### config.mk
export PLATFORM = sky130hd
export DESIGN_NAME = snes_controller_emu
export DESIGN_NICKNAME = d
export VERILOG_FILES = /design/src/rtl/snes_controller_emu.sv
export SDC_FILE = /design/constraint.sdc
export NUM_CORES = 1
export LEC_CHECK = 0
export CORE_UTILIZATION = 57
export CTS_BUF_LIST = sky130_fd_sc_hd__clkbuf_8
export CTS_CLUSTER_SIZE = 14
export DETAILED_ROUTE_END_ITERATION = 10
export DONT_BUFFER_PORTS = 1
export PLACE_DENSITY = 0.72
export SLEW_MARGIN = 20
export SYNTH_ARGS = -nofsm -noshare
export SYNTH_HDL_FRONTEND = slang
export SYNTH_SLANG_ARGS = --single-unit
### constraint.sdc
create_clock -name sys_clk -period 2 [get_ports sys_clk]
set_clock_uncertainty 0.1 [all_clocks]
set_input_delay 0.2 -clock sys_clk [delete_from_list [all_inputs] [get_ports sys_clk]]
set_output_delay 0.2 -clock sys_clk [all_outputs]
set_load 0.03 [all_outputs]
### src/rtl/snes_controller_emu.sv
// rtl/snes_controller_emu.sv - SNES controller serial shift-out emulator
//
// Purpose:
//   Emulates the console-facing side of an SNES pad. While the host holds
//   snes_latch high, the 12 button levels are loaded (active-low) into a
//   16-bit shift register. Each rising edge of snes_pulse in the SHIFT
//   state then advances one bit onto snes_data. After 16 shifts the block
//   parks in DONE, drives 0, and ignores further pulses until the next latch.
//
// Configuration:
//   SNES_EMU_INPUT_SYNC_EN - when defined, snes_latch and snes_pulse pass
//   through two-flop synchronizers before edge detection (asynchronous pins).
//   When undefined, they are assumed to come from the sys_clk domain.
//
// Ports:
//   sys_clk     in   system clock
//   sys_reset   in   synchronous active-high reset
//   snes_latch  in   latch strobe, high = parallel load
//   snes_pulse  in   shift clock, rising edge = advance one bit
//   buttons     in   [11:0] pressed=1: B,Y,Select,Start,Up,Down,Left,Right,A,X,L,R
//   snes_data   out  serial data, active-low, registered (sr[15])
//   bit_count   out  [4:0] shifts completed since latch fall, 0..16
//   frame_done  out  one-cycle pulse when the 16th shift completes

module snes_controller_emu (
   input  logic        sys_clk,
   input  logic        sys_reset,
   input  logic        snes_latch,
   input  logic        snes_pulse,
   input  logic [11:0] buttons,
   output logic        snes_data,
   output logic [4:0]  bit_count,
   output logic        frame_done
);

   typedef enum logic [1:0] {
      IDLE  = 2'd0,
      LOAD  = 2'd1,
      SHIFT = 2'd2,
      DONE  = 2'd3
   } state_t;

   state_t      state;
   state_t      state_next;
   logic [15:0] sr;
   logic [15:0] sr_next;
   logic [4:0]  count_next;
   logic        done_next;

   logic        latch_cur;
   logic        pulse_cur;
   logic        latch_prev;
   logic        pulse_prev;
   logic        latch_fall;
   logic        pulse_rise;
   logic [15:0] load_word;

`ifdef SNES_EMU_INPUT_SYNC_EN
   logic [1:0] latch_sync;
   logic [1:0] pulse_sync;

   always_ff @(posedge sys_clk) begin
      if (sys_reset) begin
         latch_sync <= 2'b00;
         pulse_sync <= 2'b00;
      end else begin
         latch_sync <= {latch_sync[0], snes_latch};
         pulse_sync <= {pulse_sync[0], snes_pulse};
      end
   end

   assign latch_cur = latch_sync[1];
   assign pulse_cur = pulse_sync[1];
`else
   assign latch_cur = snes_latch;
   assign pulse_cur = snes_pulse;
`endif

   // Edge-detect history; cleared by reset so a pulse held high across
   // reset release does not look like a fresh rise later.
   always_ff @(posedge sys_clk) begin
      if (sys_reset) begin
         latch_prev <= 1'b0;
         pulse_prev <= 1'b0;
      end else begin
         latch_prev <= latch_cur;
         pulse_prev <= pulse_cur;
      end
   end

   assign latch_fall = ~latch_cur & latch_prev;
   assign pulse_rise = pulse_cur & ~pulse_prev;

   // B leaves first; the four trailing ID bits always read not-pressed.
   assign load_word = {~buttons, 4'b1111};

   always_ff @(posedge sys_clk) begin
      if (sys_reset) begin
         state      <= IDLE;
         sr         <= 16'hFFFF;
         bit_count  <= 5'd0;
         frame_done <= 1'b0;
      end else begin
         state      <= state_next;
         sr         <= sr_next;
         bit_count  <= count_next;
         frame_done <= done_next;
      end
   end

   always_comb begin
      state_next = state;
      sr_next    = sr;
      count_next = bit_count;
      done_next  = 1'b0;

      // Latch level overrides everything, including a coincident pulse
      // rise and any frame in progress (which is aborted silently).
      if (latch_cur) begin
         state_next = LOAD;
         sr_next    = load_word;
         count_next = 5'd0;
      end else begin
         case (state)
            LOAD: begin
               if (latch_fall) begin
                  state_next = SHIFT;
               end
            end
            SHIFT: begin
               if (pulse_rise) begin
                  sr_next    = {sr[14:0], 1'b0};
                  count_next = bit_count + 5'd1;
                  if (bit_count == 5'd15) begin
                     state_next = DONE;
                     done_next  = 1'b1;
                  end
               end
            end
            // IDLE and DONE wait for a latch; pulses are ignored. In DONE
            // all 16 bits have shifted out, so sr is already zero.
            default: begin
               state_next = state;
            end
         endcase
      end
   end

   assign snes_data = sr[15];

endmodule

==> impl_metrics.csv <==
group,metric,value,unit
setup_path,start_kind,"flip-flop",
timing,hold_violations,0,
die,start_util,0.609,
synth,yosysTopAreaCellShare,0.495,
synth,synthXorXnorAreaFrac,0.00833,
global_routing,grt_pass1_vias,716,
setup_path,crit_required,2070,ps
synth,synth_compound_area_frac,0.144,
synth,synth.net_count,131,
clock_tree,cts_buffers,3,
finish,nFillCells,150,
detailed_routing,drt_wl_total,2.03,mm
die,io_pins,23,
finish,ff_latch_area,520,µm²
die,rows,15,
setup_path,worstSetupPathType,"reg2reg",
finish,stdcell_count,151,
synth,avgSynthCellArea,9.30,µm²
die,die_area,0.00202,mm²
synth,seq_area_frac_synth,0.495,
outcome,status,"finished, final reports clean",
synth,synth_top_family_by_area,"simple AND/OR/NAND/NOR gates",
placed_design,place_inst,132,
timing,rsz0062_at_grt,"no",
synth,synthCells,113,
setup_path,cp-end-kind,"flip-flop",
synth,ys_types,24,
synth,ys_top_cells_by_area,"dfxtp_1 50%, a221oi_1 11%, and2_1 4.8%, nor3_1 4.8%, nand2_1 3.9%",
synth,ys_async_sr_fraction,0,
global_routing,track_usage,0.210,
placed_design,hpwl,1.26,mm
timing,finalSetupViolations,0,
detailed_routing,num_vias,860,
min_path,min_path_cells,2,
detailed_routing,wire_per_inst,13.4,µm
global_routing,antenna_found_initial,0,
synth,synth_common_cells,"26 x dfxtp_1, 13 x a221oi_1, 11 x nand2_1",
die,die-height,44.9,µm
clock_tree,cts_tree,"done",
clock_tree,cts_root_buf,"clkbuf_8",
timing,finalCriticalPeriod,1530,ps
timing,finalCritPeriodShare,0.766,
detailed_routing,avgViaCountPerCell,5.70,
timing,worstMarginPinSlew,407,ps
finish,drive_gt1_frac,0.0714,
synth,synth_fa_ha_area_frac,0.0238,
synth,ys_warn_count,0,
global_routing,grt_start_max_net_pins,21,
synth,synth_area,0.00105,mm²
finish,nNetsFinal,145,
timing,setup_tns,0,ps
finish,areaGrowthSynthToFinish,19.6,%
global_routing,grt-ovfl-total,0,
power,p_leak,0.000460,µW
global_routing,grt_pass1_wl,3.11,mm
power,ir_worst_vdd,0.000646,V
synth,synth_edf_count,0,
finish,multi_input_area,463,µm²
power,p_per_area,747,mW/mm²
setup_path,cp_max_fo,13,
die,die_x,44.9,µm
finish,diodes,0,
synth,ys_seq_elements,26,
clock_tree,ctsHoldBuffers,15,
synth,yosys_most_used_dff,"dfxtp_1",
placed_design,gp_congestion,0.729,
clock_tree,cts-htree-levels,1,
die,core-area,0.00173,mm²
clock_tree,clkSlewWorstSetupHoldPaths,90,ps
setup_path,cp.arrival,1610,ps
synth,synth_area_leader_cell,"dfxtp_1",
detailed_routing,drc,0,
synth,yosys.cell_count.top_type,"dfxtp_1",
detailed_routing,drtIter0Drc,4,
clock_tree,insertion_delay,260,ps
clock_tree,cts_buffer_depth,2,
run,maxCapViolCount,0,
placed_design,port_buffers,0,
synth,yosys.area_share.simple,0.264,
detailed_routing,final_antenna_net_count,0,
clock_tree,ctsResizeCount,0,
setup_path,reg2reg_depth,4,
clock_tree,post_cts_buffers,0,
min_path,hp-class,"in2reg",
timing,max_slew_margin,0.728,
timing,slew_violations,0,
synth,synthMuxAreaShare,0,
clock_tree,clock-sinks,26,
timing,fmax,653,MHz
detailed_routing,drt_pre_antenna_iters,4,
cell families after synthesis:
kind of cell / after synthesis
flops: 26
compound gates: 20
fa+ha+maj: 2
xor+xnor: 1
buf+inv: 12
simple gates: 52
metrics by stage:
| stage | hold slack, ps | area, µm² | total power (µW) | setup slack [ps] | util |
|---|---|---|---|---|---|
| global route | 65.9 | 1260 | 982 | 279 | 0.728 |
| detailed placement | 175 | 1050 | 595 | 475 | 0.609 |
| CTS | 33.0 | 1260 | 945 | 455 | 0.728 |
| floorplan | 204 | 1050 | 599 | 500 | - |
| global placement | 174 | 1050 | 593 | 521 | 0.609 |
| finish | 41.7 | 1260 | 939 | 467 | 0.728 |
critical path, cell delays in order, from the launching register on:
cell	delay, ps
dfxtp_1	390
nand4bb_1	320
buf_4	300
and2_1	140
a221oi_1	190
routing by layer:
metal / vias to the layer above / track usage / wire [µm]
met1: 405 / 0.298 / 977
met4: 0 / 0.0970 / 14
met2: 15 / 0.310 / 971
met5: - / 0 / 0
li1: 438 / - / -
met3: 2 / 0.0360 / 62
layout by cell type, fill, tap and decap left out, drive strengths merged:
cell         count
dfxtp           26
dlygate4sd3     15
a221oi          13
nand2           11
nor3            10
and2             8
nor2             7
nor4             4
a21oi            4
nand3            4
clkbuf           4
buf              4
inv              2
nor2b            2
o21ai            2
or3              2
ha               2
and3             1
and4bb           1
nand4bb          1
or2              1
xnor2            1
a211oi           1
report_power, final:
group          total [µW]  switching, µW  internal (µW)
sequential            546           9.71            536
clock                 332            156            176
combinational        61.4           22.0           39.4
total                 939            188            751
cell type report:
cell class                 instances  share of cell area
tap                               25              0.0249
clock buffer                       4              0.0438
multi-input combinational         75               0.368
sequential                        26               0.414
timing repair buffer              19               0.143
inverter                           2             0.00597
final timing paths:
kind | startpoint | end | slack, ps
worst min register to register | sr[0] | sr[0] | 350
worst min-delay path | snes_latch | state[0] | 40
worst max register to register | state[1] | sr[13] | 470
worst max-delay path | state[1] | sr[13] | 470
registers in the layout, indices dropped and copies added, names as in the netlist:
register,cells
state,2
latch_prev,1
bit_count,5
pulse_prev,1
frame_done,1
sr,16
Note: power is estimated with default switching activity, not from simulation.
==> edit (same settings) <==
Build with the macro `SNES_EMU_INPUT_SYNC_EN` defined.
--- a/src/rtl/snes_controller_emu.sv
+++ b/src/rtl/snes_controller_emu.sv
@@ -23,2 +23,4 @@
 //   frame_done  out  one-cycle pulse when the 16th shift completes
+
+`define SNES_EMU_INPUT_SYNC_EN
 
Formal check against the unedited RTL: not equivalent (a bounded check fails within 4 cycles, from zero or initial values and one cycle with sys_reset high).
==> edit against the original RTL <==
  * Wire length grew 23%
  * Fmax is 1.1% higher
  * Worst hold slack better by 0.056 ns
  * Sequential cell count grew 4
  * Combinational power is 5.9% lower
  * Design area is 15% higher
  * Total power rose by 32%
  * Sequential power up 14%
  * Die area up 9.2%
  * Clock power increased by 70%
  * Worst setup slack improved by 0.017 ns
  * Synthesized area increased by 9.6%
  * Largest cell class unchanged
==> edit: results (changes against the original RTL) <==
- Worst EP arrival: 1.59 ns (-0.02 ns)
- EDFF count, synth: 0 (unchanged)
- Worst Hold Class: input pin to flip-flop
- Crit Path Max Fanout: 16 (+3)
- Vias in the first global route: 869 (+21%)
- Status: complete, no violations
- Synth top cells by count: 30 x dfxtp_1, 12 x a221oi_1, 11 x nor3_1, 10 x and2_1, 10 x nand2_1
- GRT Overall Usage: 26.6% (+5.6 points)
- Top_reg_cell synth: dfxtp_1
- Final net count: 158 (+9.0%)
- Leak: 0.554 nW (+20%)
- Worst slew margin: 73.9% (+1.0 points)
- Diodes inserted: 0 (unchanged)
- Post-synthesis sequential area ratio: 52.1% (+2.6 points)
- Post-synth net total: 140 (+6.9%)
- Total CTS buffers: 5 (+2)
- Cts repair resizes: 0 (unchanged)
- Initial antenna violation count: 0 (unchanged)
- Ys async rst share: 0% (unchanged)
- CTS root buf: clkbuf_8
- Hold path depth: 2 (unchanged)
- Clock Latency Late Sink: 0.28 ns (+0.02 ns)
- CTS H-Tree Depth: 2 (+1)
- Vias per cell: 5.80 (+1.9%)
- Clock Pin Slew Worst Setup and Hold Paths: 0.06 ns (-0.03 ns)
- Cells on worst reg2reg path: 4 (unchanged)
- Max clock buf depth: 2 (unchanged)
- First-pass GRT wire length: 3.84 mm (+24%)
- Top post-synthesis cells by area: dfxtp_1 52%, a221oi_1 9.1%, and2_1 5.4%
- Share of cells above drive strength 1: 9.93% (+2.8 points)
- HP Start: sys_reset
- First-pass DRT Iterations: 4 (unchanged)
- Worst Setup SP: state[1]
- Largest regs: sr (16), bit_count (5)
- Placer congestion estimate: 0.715 (-1.9%)
- Pin count of the biggest net entering global routing: 19 (-9.5%)
- VDD IR max: 0.676 mV (+4.6%)
- HPWL after DPL: 1.39 mm (+10%)
- Post-synth cell types: 24 (unchanged)
- Final wirelength: 2.48 mm (+23%)
- Initial DRC Count: 30 (+26)
- Post-CTS Setup Repair Bufs: 0 (unchanged)
- PortBufs: 0 (unchanged)
==> edit: changes by cell type after synthesis, sizes merged <==
| cell | change |
|---|---|
| dfxtp | +4 |
| nor2b | +4 |
| nor2 | -3 |
| a21oi | +2 |
| and2 | +2 |
| nor4 | -2 |
| a221oi | -1 |
| and3 | +1 |
| buf | -1 |
| clkbuf | +1 |
| nand2 | -1 |
| nand2b | +1 |
| nand4b | +1 |
| nor3 | +1 |
==> edit: timing repair <==
action	4_1_cts	5_1_grt
hold buffers	15	0
endpoints found under the setup margin	0	0
hold endpoints to repair	23	0
==> edit: critical path, stage by stage, from the launching register on <==
cell,delay (ns)
dfxtp_1,0.38
nand4bb_1,0.24
buf_4,0.26
and2_1,0.17
a221oi_1,0.26
==> edit: logic make-up after synthesis <==
family	synth area share, %
simple gates	26.9
flops	52.1
compound gates	13.2
buf+inv	4.78
fa+ha+maj	2.17
xor+xnor	0.760
==> edit: final cells by class <==
type | count | area [um2]
multi-input combinational | 80 | 497
timing repair buffer | 21 | 195
fill | 121 | 360
sequential | 30 | 601
clock buffer | 8 | 110
tap | 25 | 31.3
inverter | 2 | 7.51
==> edit: path summary, 6_finish.rpt <==
check,endpoint,slack [ns]
worst min register to register,sr[0],0.35
worst min-delay path,sr[15],0.1
worst max register to register,sr[7],0.48
worst max-delay path,sr[7],0.48
==> edit: per-stage QoR <==
step                      hold slack, ns  cell area, um2  util (%)  worst slack (ns)  cells
final                             0.0976            1440      80.0             0.484    166
after global routing               0.114            1440      80.0             0.359    166
after CTS                         0.0941            1440      80.0             0.528    166
after detailed placement           0.175            1180      65.6             0.570    143
after global placement             0.173            1180      65.6             0.605    143
after floorplan                    0.204            1150         -             0.533    122
==> edit: layer usage <==
layer	GRT usage, %	share of wire (%)
met1	31.1	45
met4	20.0	2.8
met3	7.31	4.6
met5	0	0
met2	41.4	48
==> edit: report_power, final <==
part	switching [W]	internal (W)	total, W	leakage [nW]
Sequential	0.00000852	0.000612	0.000621	0.244
Combinational	0.0000227	0.0000351	0.0000578	0.252
Clock	0.000216	0.000347	0.000563	0.0575
Total	0.000248	0.000994	0.00124	0.554
